## config.mk

```make
export PLATFORM = sky130hd
export DESIGN_NAME = bin_to_bcd_seq
export DESIGN_NICKNAME = d
export VERILOG_FILES = /design/src/rtl/bin_to_bcd_seq.sv
export SDC_FILE = /design/constraint.sdc
export NUM_CORES = 1
export LEC_CHECK = 0
export BUFFER_PORTS_ARGS = -buffer_cell sky130_fd_sc_hd__buf_2
export CAP_MARGIN = 20
export CORE_MARGIN = 1
export CORE_UTILIZATION = 36
export CTS_CLUSTER_DIAMETER = 200
export CTS_CLUSTER_SIZE = 24
export DETAILED_ROUTE_END_ITERATION = 10
export GPL_TIMING_DRIVEN = 1
export PLACE_DENSITY_LB_ADDON = 0.1
export SYNTH_ARGS = -nofsm -noshare
export SYNTH_HDL_FRONTEND = slang
export SYNTH_SLANG_ARGS = --single-unit
```

## constraint.sdc

```tcl
create_clock -name clk -period 1.5 [get_ports clk]
set_input_delay 0.15 -clock clk [delete_from_list [all_inputs] [get_ports clk]]
set_output_delay 0.15 -clock clk [all_outputs]
set_load 0.02 [all_outputs]
```

## src/rtl/bin_to_bcd_seq.sv

```systemverilog
// Sequential 32-bit binary to BCD converter (shift-add-3), fixed 33-edge latency.
// Define BCD_SATURATE_EN to clamp bcd_out to 16'h9999 when the value exceeds 9999.
module bin_to_bcd_seq (
    input  logic        clk,
    input  logic        reset_n,
    input  logic [31:0] value_in,
    input  logic        start,
    output logic        busy,
    output logic        done,
    output logic [15:0] bcd_out,
    output logic        overflow
);

    typedef enum logic [1:0] {
        IDLE,
        SHIFT,
        LOAD
    } state_t;

    state_t      state;
    logic [31:0] bin;
    logic [39:0] acc;
    logic [5:0]  cnt;
    logic [39:0] adj;
    logic        ovf;
    logic [15:0] bcd_next;

    // Pre-shift correction: any digit >= 5 would overflow past 9 when doubled.
    always_comb begin
        adj = acc;
        for (int i = 0; i < 10; i++) begin
            if (acc[4*i +: 4] >= 4'd5) begin
                adj[4*i +: 4] = acc[4*i +: 4] + 4'd3;
            end
        end
    end

    assign ovf = |acc[39:16];

`ifdef BCD_SATURATE_EN
    assign bcd_next = ovf ? 16'h9999 : acc[15:0];
`else
    assign bcd_next = acc[15:0];
`endif

    always_ff @(posedge clk or negedge reset_n) begin
        if (!reset_n) begin
            state    <= IDLE;
            bin      <= '0;
            acc      <= '0;
            cnt      <= '0;
            busy     <= 1'b0;
            done     <= 1'b0;
            bcd_out  <= 16'h0000;
            overflow <= 1'b0;
        end else begin
            done <= 1'b0;
            unique case (state)
                IDLE: begin
                    if (start) begin
                        bin   <= value_in;
                        acc   <= '0;
                        cnt   <= '0;
                        busy  <= 1'b1;
                        state <= SHIFT;
                    end
                end
                SHIFT: begin
                    {acc, bin} <= {adj[38:0], bin, 1'b0};
                    cnt        <= cnt + 6'd1;
                    if (cnt == 6'd31) begin
                        state <= LOAD;
                    end
                end
                LOAD: begin
                    bcd_out  <= bcd_next;
                    overflow <= ovf;
                    done     <= 1'b1;
                    busy     <= 1'b0;
                    state    <= IDLE;
                end
                default: begin
                    busy  <= 1'b0;
                    state <= IDLE;
                end
            endcase
        end
    end

endmodule

```

Word level (Yosys, flattened, before mapping)
Cells that the tools add are included.

Add/subtract/negate cells: 11. Muxes and demuxes: 22. $mul: 0. $lt $le $gt $ge: 10. Reduce and logical (&&, ||, !) cells: 6. Divide/modulo/power cells: 0. Equal/unequal tests: 5. Shifts and indexed selects: 0. Bitwise logic cells: 1.

Operator list (count): $pmux W40 S2 (1); $pmux W32 S2 (1); $ge A4 B3 Y1 const B (10); $mux W40 (1); $add A4 B2 Y4 const B (9); $mux W4 (9); $mux W32 (1); $reduce_or A24 Y1 (1); $pmux W6 S2 (1); $add A6 B1 Y6 const B (1); $eq A6 B5 Y1 const B (1); $mux W6 (1); $reduce_and A2 Y1 (3); $mux W2 (2); $ne A2 B2 Y1 const B (2); $pmux W2 S2 (1); $add A3 B2 Y3 const B (1); $mux W3 (1); $eq A2 B1 Y1 const B (1); $eq A2 B2 Y1 const B (1); $logic_not A2 Y1 (1); $mux W1 (2); $pmux W1 S2 (1); $reduce_bool A2 Y1 (1); $not A1 Y1 (1).

Memories: 0. Bits in writable memories: 0. ROM bits: 0. Word-level logic and storage cells: 63. Bits of input ports: 35. Output and inout port bits: 19. Latch bits: 0. Bits in registers: 99.

Longest topological paths before layout
Gate-level depths: netlist of the first run.

Depth after elaboration: 3. Gate-level depth with buffers: 6. Gate-level depth less buffers: 5.

Worst setup path before layout of the first run
No wires, ideal clock.

Path type: reg2reg. Start: register acc[32]. End: register acc[34]. Path buffers: 0. Period minus slack after synthesis: 1.349 ns. Setup time: 0.116 ns. Cell stages (with the launch flop): 6. Setup slack: 0.151 ns. Data required time: 1.384 ns. Data arrival time: 1.233 ns. Cell sequence: dfrtp_1 > inv_1 > ha_1 > nor2b_1 > o21a_1 > o311ai_0.

Longest elaborated chain between the ends: 3. Elaborated cells on any way between the ends: 4. Those cells by class: add/sub (1); order compare (1); mux (2).

RTL lines: from (decl) (RTL line 22) `logic [39:0] acc;`; from (signal assigned) (RTL line 69) `{acc, bin} <= {adj[38:0], bin, 1'b0};`; $add A4 B2 Y4 / $ge A4 B3 Y1 (equally long branches) (RTL line 33, 32); $mux W4 (*) (RTL line 32) `if (acc[4*i +: 4] >= 4'd5) begin`; $pmux W40 S2 (*) (RTL line 58) `unique case (state)`.

Mark *: on every way between the ends. The rest lies on a longest branch, timed or not. A chain may end at the register's enable or synchronous reset.

Worst setup path after layout of the first run
Start: register acc[24]. End: register acc[28].

Same word-level chain as after synthesis.

==> results.json, run 1 <==
{
  "outcome": "complete, but fails checks",
  "violations": "setup timing",
  "syn_area_um2": 5090,
  "die_w_um": 121,
  "nets": 623,
  "fin_ws_ns": -0.00906,
  "numCtsBuffers": 9,
  "ys_async_sr_fraction": 1.00,
  "worst_setup_path_end_kind": "flop",
  "drive_above_1_share": 0.249,
  "swShare": 0.368,
  "dp_hpwl_um": 7490,
  "power.share.clock": 0.208,
  "tightest_slew_ns": 0.403,
  "wl_per_cell_um": 15.3,
  "clock_path_buffers": 2,
  "ys_types": 40,
  "drcViolationCount": 0,
  "antenna_found_initial": 0,
  "synth_ff_type": "dfrtp_1",
  "die-area_um2": 14600,
  "path_class": "reg2reg",
  "required_ns": 1.74,
  "dp_cells": 720,
  "maxCapViolations": 0,
  "num_vias": 3955,
  "leakagePower_uw": 0.00274,
  "grt_max_degree": 37,
  "die_h_um": 121,
  "irDropWorstVdd_mv": 0.652,
  "stdcell_count": 746,
  "syn2layout_area_growth_pct": 21.5,
  "h-tree-depth": 3,
  "cts_tree": "done",
  "grt_setup_unrepaired": "yes",
  "internal_power_uw": 7500,
  "ant_nets": 0,
  "pin_count": 54,
  "overflow": 0,
  "yosysSeqAreaShare": 0.487,
  "wirelength_um": 11400,
  "pwr-share-comb": 0.429,
  "worst-path-max-fanout": 4,
  "whs_ns": 0.0453,
  "hold_class": "in2reg",
  "drv_slew": 0,
  "setup-tns-final_ns": -0.00906,
  "drt_iter0_drc": 264,
  "grt_pass1_wl_um": 18800,
  "maxSlewHeadroom": 0.731,
  "finalHoldViolCount": 0,
  "worstPathArrival_ns": 1.75,
  "synth_area_per_cell_um2": 10.3,
  "synth_nets": 555,
  "grt_pass1_vias": 3931,
  "dr.pass1.iters": 4,
  "seqPwrFrac": 0.364,
  "io_buffers": 53,
  "max_freq_ghz": 0.663,
  "synthCells": 493,
  "cts_sinks": 99,
  "core_um2": 13800,
  "initial_core_util": 0.368,
  "grt_usage": 0.163,
  "path_clk_slew_ns": 0.06,
  "gp_congestion": 0.775,
  "fin_crit_sh": 1.01,
  "synth_warnings": 0,
  "setup_viol_count_final": 1,
  "num_rows": 43,
  "finClkSkew_ns": 0.00905,
  "power.density_nw_per_um2": 1920,
  "fillerInstances": 1304,
  "synth_edf_count": 0,
  "vias_per_cell": 5.30,
  "start_kind": "flop",
  "diodes": 0,
  "synth_seq_cells": 99,
  "netSwitchingPower_uw": 4380,
  "post-route-util": 0.447,
  "fin_crit_ns": 1.51,
  "worstSkewPairLatency_ns": 0.35,
  "cts_root_buf": "clkbuf_16"
}
layout by cell type, fill, tap and decap left out, drive strengths merged, types with 3 or more instances in the layout:
cell type	Yosys	layout
buf	25	87
nor4b	3	3
a32o	11	11
o21ai	60	60
nand2	73	73
a22oi	31	31
nand3	5	5
dfrtp	99	99
o21a	10	10
o31ai	10	10
o221ai	10	10
xnor2	9	9
o2111ai	20	20
clkbuf	6	11
o311ai	10	10
inv	43	43
o32ai	9	9
nor2b	12	12
ha	27	27
synth_stat cells (3+ instances only):
library cell / count / area [um2]
a22oi_1: 31 / 233
a32o_1: 11 / 110
buf_2: 16 / 80.1
buf_6: 7 / 78.8
clkbuf_1: 6 / 22.5
dfrtp_1: 99 / 2480
ha_1: 27 / 338
inv_1: 43 / 161
nand2_1: 73 / 274
nand3_1: 5 / 25.0
nor2b_1: 12 / 75.1
nor4b_1: 3 / 26.3
o2111ai_1: 20 / 175
o21a_1: 10 / 75.1
o21ai_0: 60 / 300
o221ai_2: 9 / 135
o311ai_0: 7 / 61.3
o311ai_1: 3 / 26.3
o31ai_1: 10 / 75.1
o32ai_1: 9 / 78.8
xnor2_1: 9 / 78.8
sequential cells by signal, indices dropped and copies added, names as in the netlist:
signal,count
bcd_out,16
state,2
bin,32
acc,40
overflow,1
done,1
cnt,6
busy,1
power groups by stage:
stage	clock, uW	combinational, uW	sequential [uW]
3_3_place_gp	0	4530	4310
3_5_place_dp	0	4620	4330
6_report	2470	5090	4320
2_1_floorplan	0	3510	4190
5_1_grt	2650	5720	4440
4_1_cts	2570	4680	4290
metal layers:
layer	GRT usage	wire length (um)
met3	0.0423	508
met2	0.261	5560
met4	0.0602	132
met1	0.213	5230
met5	0	0
per-stage QoR:
stage                     power [uW]  instance area, um2  setup WS, ns
after floorplan                 7700                5090         0.151
after global placement          8850                5680        0.0312
after detailed placement        8950                5680       -0.0359
after CTS                      11500                6010       0.00324
after global routing           12800                6180       -0.0550
final                          11900                6180      -0.00906
worst paths after layout:
path,startpoint,to,slack (ns),cells past startpoint
setup / recovery,acc[24]$_DFFE_PN0P_,acc[28]$_DFFE_PN0P_,-0.009,5
hold / removal,value_in[0],bin[0]$_DFFE_PN0P_,0.05,2
setup reg to reg,acc[24]$_DFFE_PN0P_,acc[28]$_DFFE_PN0P_,-0.009,5
hold reg to reg,bcd_out[0]$_DFFE_PN0P_,bcd_out[0]$_DFFE_PN0P_,0.48,2
max in group asynchronous,reset_n,state[0]$_DFFE_PN0P_,0.71,3
min in group asynchronous,reset_n,bcd_out[12]$_DFFE_PN0P_,0.27,2
worst max-delay path, stage by stage, from the launching register on:
cell     delay, ns
dfrtp_1       0.39
inv_1         0.11
ha_1          0.24
nor2b_2       0.18
o21a_2        0.23
o32ai_1       0.25
cell families after synthesis:
| logic type | share of synthesized area |
|---|---|
| AND/OR/NAND/NOR | 0.0929 |
| XOR/XNOR | 0.0172 |
| adder cells (fa/ha/maj) | 0.0664 |
| flip-flops | 0.487 |
| buffers and inverters | 0.0703 |
| AO/OA/AOI/OAI | 0.266 |
area by class of cell:
class | count | area [um2] | area share
clock inverters | 5 | 77.6 | 0.0125
multi-input cells | 320 | 2370 | 0.384
clock buffers | 11 | 233 | 0.0376
repair buffers | 88 | 633 | 0.102
flip-flops and latches | 99 | 2480 | 0.401
inverters | 43 | 161 | 0.0261
well taps | 180 | 225 | 0.0364
timing repair:
| action | in CTS | in global routing |
|---|---|---|
| hold buffers | 1 | 0 |
| setup endpoints to repair | 4 | 21 |
| setup buffers | 1 | 8 |
| gates resized for setup | 3 | 31 |
| endpoints found under the hold margin | 26 | 0 |
| pin swaps | 0 | 2 |
Power figures use the tool's default switching activity.
==> run 2, diff against run 1 <==
--- a/config.mk
+++ b/config.mk
@@ -14,6 +14,7 @@
 export DETAILED_ROUTE_END_ITERATION = 10
 export GPL_TIMING_DRIVEN = 1
 export PLACE_DENSITY_LB_ADDON = 0.1
+export SKIP_CTS_REPAIR_TIMING = 1
 export SYNTH_ARGS = -nofsm -noshare
 export SYNTH_HDL_FRONTEND = slang
 export SYNTH_SLANG_ARGS = --single-unit
==> run 2 against run 1 <==
  * Cell count did not move
  * Final area up 0.12%
  * Setup slack improved by 0.048 ns
  * First-iteration DRC count is 0.38% lower
  * Sequential share of layout area is essentially flat
  * Largest cell class unchanged
  * The run now ends clean
  * Count of clock-buffer cells in the layout did not move
  * Combinational power hardly changed
  * Core utilization increased by 0.054 points
  * Sequential power is essentially flat
  * Critical path type unchanged
==> results.json, run 2 (synthesis results as in run 1) <==
{
  "total_power_uw": 11900,
  "hold_class": "in2reg",
  "swShare": 0.369,
  "die_w_um": 121,
  "leakagePower_uw": 0.00275,
  "start_kind": "flop",
  "worstPathArrival_ns": 1.72,
  "core_um2": 13800,
  "power.share.clock": 0.208,
  "die_h_um": 121,
  "largest-register": "acc",
  "gp_congestion": 0.775,
  "clock_path_buffers": 2,
  "top_regs": "acc: 40 flops, bin: 32 flops, bcd_out: 16 flops",
  "worst-path-max-fanout": 4,
  "diodes": 0,
  "netSwitchingPower_uw": 4390,
  "setup_viol_count_final": 0,
  "finClkSkew_ns": 0.00891,
  "cts_root_buf": "clkbuf_16",
  "vias_per_cell": 5.33,
  "nets": 623,
  "cpMaxStageDelayCell": "dfrtp_1",
  "worstSkewPairLatency_ns": 0.35,
  "final_common_cell": "dfrtp_1",
  "max_freq_ghz": 0.684,
  "drt_iter0_drc": 263,
  "irDropWorstVdd_mv": 0.651,
  "largest_register_ff_count": 40,
  "pre_cts_ws_ns": -0.0359,
  "io_buffers": 53,
  "worst_setup_path_end_kind": "flop",
  "finalHoldViolCount": 0,
  "fin_crit_sh": 0.974,
  "pin_count": 54,
  "drive_above_1_share": 0.253,
  "post-route-util": 0.448,
  "dr.pass1.iters": 4,
  "cts_tree": "done",
  "numCtsBuffers": 9,
  "fin_ws_ns": 0.0389,
  "overflow": 0,
  "seqPwrFrac": 0.363,
  "grt_usage": 0.163,
  "path_class": "reg2reg",
  "max_stage_delay_ns": 0.39,
  "internal_power_uw": 7520,
  "antenna_found_initial": 0,
  "wl_per_cell_um": 15.3,
  "ant_nets": 0,
  "grt_setup_unrepaired": "yes",
  "drcViolationCount": 0,
  "grt_pass1_wl_um": 18800,
  "drv_slew": 0,
  "path_clk_slew_ns": 0.07,
  "grt_pass1_vias": 3915,
  "cts_sinks": 99,
  "wirelength_um": 11400,
  "h-tree-depth": 3,
  "maxSlewHeadroom": 0.731,
  "pwr-share-comb": 0.429,
  "whs_ns": 0.0455,
  "layout_common_cells": "dfrtp_1, nand2_1, o21ai_0",
  "fin_crit_ns": 1.46,
  "initial_core_util": 0.368,
  "fillerInstances": 1300,
  "dp_hpwl_um": 7490,
  "grt_max_degree": 37,
  "num_rows": 43,
  "die-area_um2": 14600,
  "tightest_slew_ns": 0.403,
  "maxCapViolations": 0,
  "syn2layout_area_growth_pct": 21.6,
  "power.density_nw_per_um2": 1920,
  "outcome": "finished clean",
  "required_ns": 1.75,
  "num_vias": 3974,
  "path_cells": "inv_1 > ha_1 > nor2b_2 > o21a_2 > o311ai_2"
}
[run 2: cell counts in the layout (fill, tap and decap cells not counted)]
Identical to the previous run, type by type.
[run 2: power groups by stage]
stage | clock, uW | sequential (uW) | combinational, uW
2_1_floorplan | 0 | 4190 | 3510
3_3_place_gp | 0 | 4310 | 4530
3_5_place_dp | 0 | 4330 | 4620
4_1_cts | 2570 | 4290 | 4640
5_1_grt | 2650 | 4450 | 5740
6_report | 2480 | 4320 | 5110
[run 2: critical path: cells and delay by family, from the launching register on]
| family | cells | cell delay, ns |
|---|---|---|
| buf+inv | 1 | 0.11 |
| compound gates | 2 | 0.43 |
| fa+ha+maj | 1 | 0.25 |
| flops | 1 | 0.39 |
| simple gates | 1 | 0.18 |
[run 2: worst paths after layout]
check | to | cells after the start | start | slack [ns]
setup / recovery | acc[26]$_DFFE_PN0P_ | 5 | acc[24]$_DFFE_PN0P_ | 0.04
min in group asynchronous | bcd_out[12]$_DFFE_PN0P_ | 2 | reset_n | 0.27
setup reg to reg | acc[26]$_DFFE_PN0P_ | 5 | acc[24]$_DFFE_PN0P_ | 0.04
hold / removal | bin[0]$_DFFE_PN0P_ | 2 | value_in[0] | 0.05
max in group asynchronous | state[0]$_DFFE_PN0P_ | 3 | reset_n | 0.71
hold reg to reg | bcd_out[0]$_DFFE_PN0P_ | 2 | bcd_out[0]$_DFFE_PN0P_ | 0.48
[run 2: layout make-up]
| type | instances | area, um2 | share of cell area |
|---|---|---|---|
| multi-input combinational | 320 | 2380 | 0.385 |
| clock inverter | 5 | 77.6 | 0.0125 |
| timing repair buffer | 88 | 633 | 0.102 |
| sequential | 99 | 2480 | 0.400 |
| clock buffer | 11 | 233 | 0.0376 |
| tap | 180 | 225 | 0.0364 |
| inverter | 43 | 161 | 0.0261 |
[run 2: per-stage QoR]
stage	TNS [ns]	cell area, um2	cells
floorplan	0	5090	493
global placement	0	5680	720
detailed placement	-0.0592	5680	720
CTS	-0.119	5990	736
global route	-0.0758	6190	746
finish	0	6190	746
[run 2: layer usage]
| metal | global-route usage | vias to the layer above | routed length, um |
|---|---|---|---|
| li1 | - | 1939 | - |
| met1 | 0.213 | 1951 | 5250 |
| met2 | 0.260 | 72 | 5560 |
| met3 | 0.0423 | 12 | 454 |
| met4 | 0.0602 | 0 | 153 |
| met5 | 0 | - | 0 |
==> run 3, diff against run 2 <==
--- a/config.mk
+++ b/config.mk
@@ -5,13 +5,13 @@
 export SDC_FILE = /design/constraint.sdc
 export NUM_CORES = 1
 export LEC_CHECK = 0
-export BUFFER_PORTS_ARGS = -buffer_cell sky130_fd_sc_hd__buf_2
+export BUFFER_PORTS_ARGS = -buffer_cell sky130_fd_sc_hd__clkbuf_2
 export CAP_MARGIN = 20
 export CORE_MARGIN = 1
 export CORE_UTILIZATION = 36
-export CTS_CLUSTER_DIAMETER = 200
 export CTS_CLUSTER_SIZE = 24
 export DETAILED_ROUTE_END_ITERATION = 10
+export GPL_ROUTABILITY_DRIVEN = 0
 export GPL_TIMING_DRIVEN = 1
 export PLACE_DENSITY_LB_ADDON = 0.1
 export SKIP_CTS_REPAIR_TIMING = 1
==> run 3 against run 2 <==
  * Clock skew decreased by 0.00064 ns
  * Wire length up 0.30%
  * Highest routed layer unchanged
  * Global-route usage rose by 0.67 points
  * Largest power group unchanged
  * Critical path type unchanged
  * Largest cell class unchanged
==> results.json, run 3 (synthesis results as in run 1) <==
{
  "largest-register": "acc",
  "wl_per_cell_um": 15.2,
  "swShare": 0.366,
  "maxCapViolations": 0,
  "h-tree-depth": 3,
  "netSwitchingPower_uw": 4280,
  "pre_cts_ws_ns": 0.00244,
  "antenna_found_initial": 0,
  "initial_core_util": 0.368,
  "fillerInstances": 1311,
  "grt_usage": 0.170,
  "grt_pass1_vias": 3963,
  "drt_iter0_drc": 231,
  "multi_input_area_um2": 2320,
  "numCtsBuffers": 9,
  "max_stage_delay_ns": 0.39,
  "seqPwrFrac": 0.367,
  "setup_viol_count_final": 0,
  "ant_nets": 0,
  "fin_ws_ns": 0.0713,
  "drv_slew": 0,
  "syn2layout_area_growth_pct": 21.1,
  "path_clk_slew_ns": 0.06,
  "layout_common_cells": "dfrtp_1, nand2_1, o21ai_0",
  "worst-path-max-fanout": 4,
  "post-route-util": 0.446,
  "max_freq_ghz": 0.700,
  "cts_sinks": 99,
  "grt_pass1_wl_um": 19400,
  "fin_crit_sh": 0.952,
  "dp_hpwl_um": 7670,
  "drive_above_1_share": 0.241,
  "cp.buffers_inverters": 1,
  "path_class": "reg2reg",
  "cts_root_buf": "clkbuf_16",
  "power.density_nw_per_um2": 1890,
  "die_w_um": 121,
  "worst_setup_path_end_kind": "flop",
  "clock_path_buffers": 2,
  "tightest_slew_ns": 0.364,
  "drcViolationCount": 0,
  "seqCellArea_um2": 2480,
  "pin_count": 54,
  "vias_per_cell": 5.36,
  "maxSlewHeadroom": 0.754,
  "grt_setup_unrepaired": "yes",
  "cp_top_family": "compound AO/OA/AOI/OAI gates",
  "dr.pass1.iters": 4,
  "die_h_um": 121,
  "finalHoldViolCount": 0,
  "start_kind": "flop",
  "power.share.clock": 0.201,
  "largest_register_ff_count": 40,
  "nets": 630,
  "path_cells": "inv_1 > ha_1 > nor2b_2 > o21a_1 > o311ai_1",
  "internal_power_uw": 7400,
  "io_buffers": 53,
  "num_vias": 4034,
  "diodes": 0,
  "hold_class": "in2reg",
  "cts_tree": "done",
  "irDropWorstVdd_mv": 0.547,
  "worstPathArrival_ns": 1.67,
  "leakagePower_uw": 0.00274,
  "pwr-share-comb": 0.431,
  "fin_crit_ns": 1.43,
  "final_common_cell": "dfrtp_1",
  "finClkSkew_ns": 0.00827,
  "core_um2": 13800,
  "num_rows": 43,
  "wirelength_um": 11500,
  "overflow": 0,
  "outcome": "finished clean",
  "required_ns": 1.74,
  "cpMaxStageDelayCell": "dfrtp_1",
  "worstSkewPairLatency_ns": 0.35,
  "top_regs": "acc: 40 flops, bin: 32 flops, bcd_out: 16 flops",
  "whs_ns": 0.0540,
  "grt_max_degree": 47,
  "setup-tns-final_ns": 0,
  "die-area_um2": 14600
}
## run 3: cell count changes in the layout (fill, tap and decap cells not counted), sizes merged
cell,delta
bufinv,-1
clkinvlp,-1
buf,-45
clkbuf,+54
clkinv,-1
## run 3: worst register-to-register path: stages (launching register included)
cell and delay [ns]:
dfrtp_1 0.39, inv_1 0.09, ha_1 0.24, nor2b_2 0.18, o21a_1 0.20, o311ai_1 0.23
## run 3: cell type report
class,count,area share
flip-flops and latches,99,0.402
multi-input cells,320,0.376
repair buffers,95,0.111
clock buffers,13,0.0422
well taps,180,0.0365
inverters,43,0.0262
clock inverters,2,0.00568
## run 3: per-layer routing
metal  GRT usage  wire length [um]  share of wire
met5           0                 0              0
met3      0.0315               414          0.036
met2       0.271              5470           0.48
met4      0.0764               210          0.018
met1       0.224              5360           0.47
## run 3: path summary, 6_finish.rpt
check	slack [ns]	startpoint	to	cells after the start
setup / recovery	0.07	acc[16]$_DFFE_PN0P_	acc[18]$_DFFE_PN0P_	5
hold / removal	0.05	value_in[0]	bin[0]$_DFFE_PN0P_	2
hold reg to reg	0.48	bcd_out[11]$_DFFE_PN0P_	bcd_out[11]$_DFFE_PN0P_	2
min in group asynchronous	0.27	reset_n	bcd_out[9]$_DFFE_PN0P_	2
max in group asynchronous	0.72	reset_n	bin[13]$_DFFE_PN0P_	3
setup reg to reg	0.07	acc[16]$_DFFE_PN0P_	acc[18]$_DFFE_PN0P_	5
## run 3: through the flow
| stage | instances | power [uW] | instance area [um2] |
|---|---|---|---|
| 4_1_cts | 748 | 11600 | 6080 |
| 6_report | 752 | 11700 | 6160 |
| 2_1_floorplan | 493 | 7700 | 5090 |
| 5_1_grt | 752 | 12600 | 6160 |
| 3_3_place_gp | 733 | 9000 | 5780 |
| 3_5_place_dp | 733 | 9130 | 5780 |
## run 3: power by group through the flow
stage	Clock (uW)	Combinational (uW)	Sequential, uW
4_1_cts	2450	4830	4280
3_5_place_dp	0	4810	4320
2_1_floorplan	0	3510	4190
5_1_grt	2540	5670	4420
3_3_place_gp	0	4700	4300
6_report	2350	5030	4290
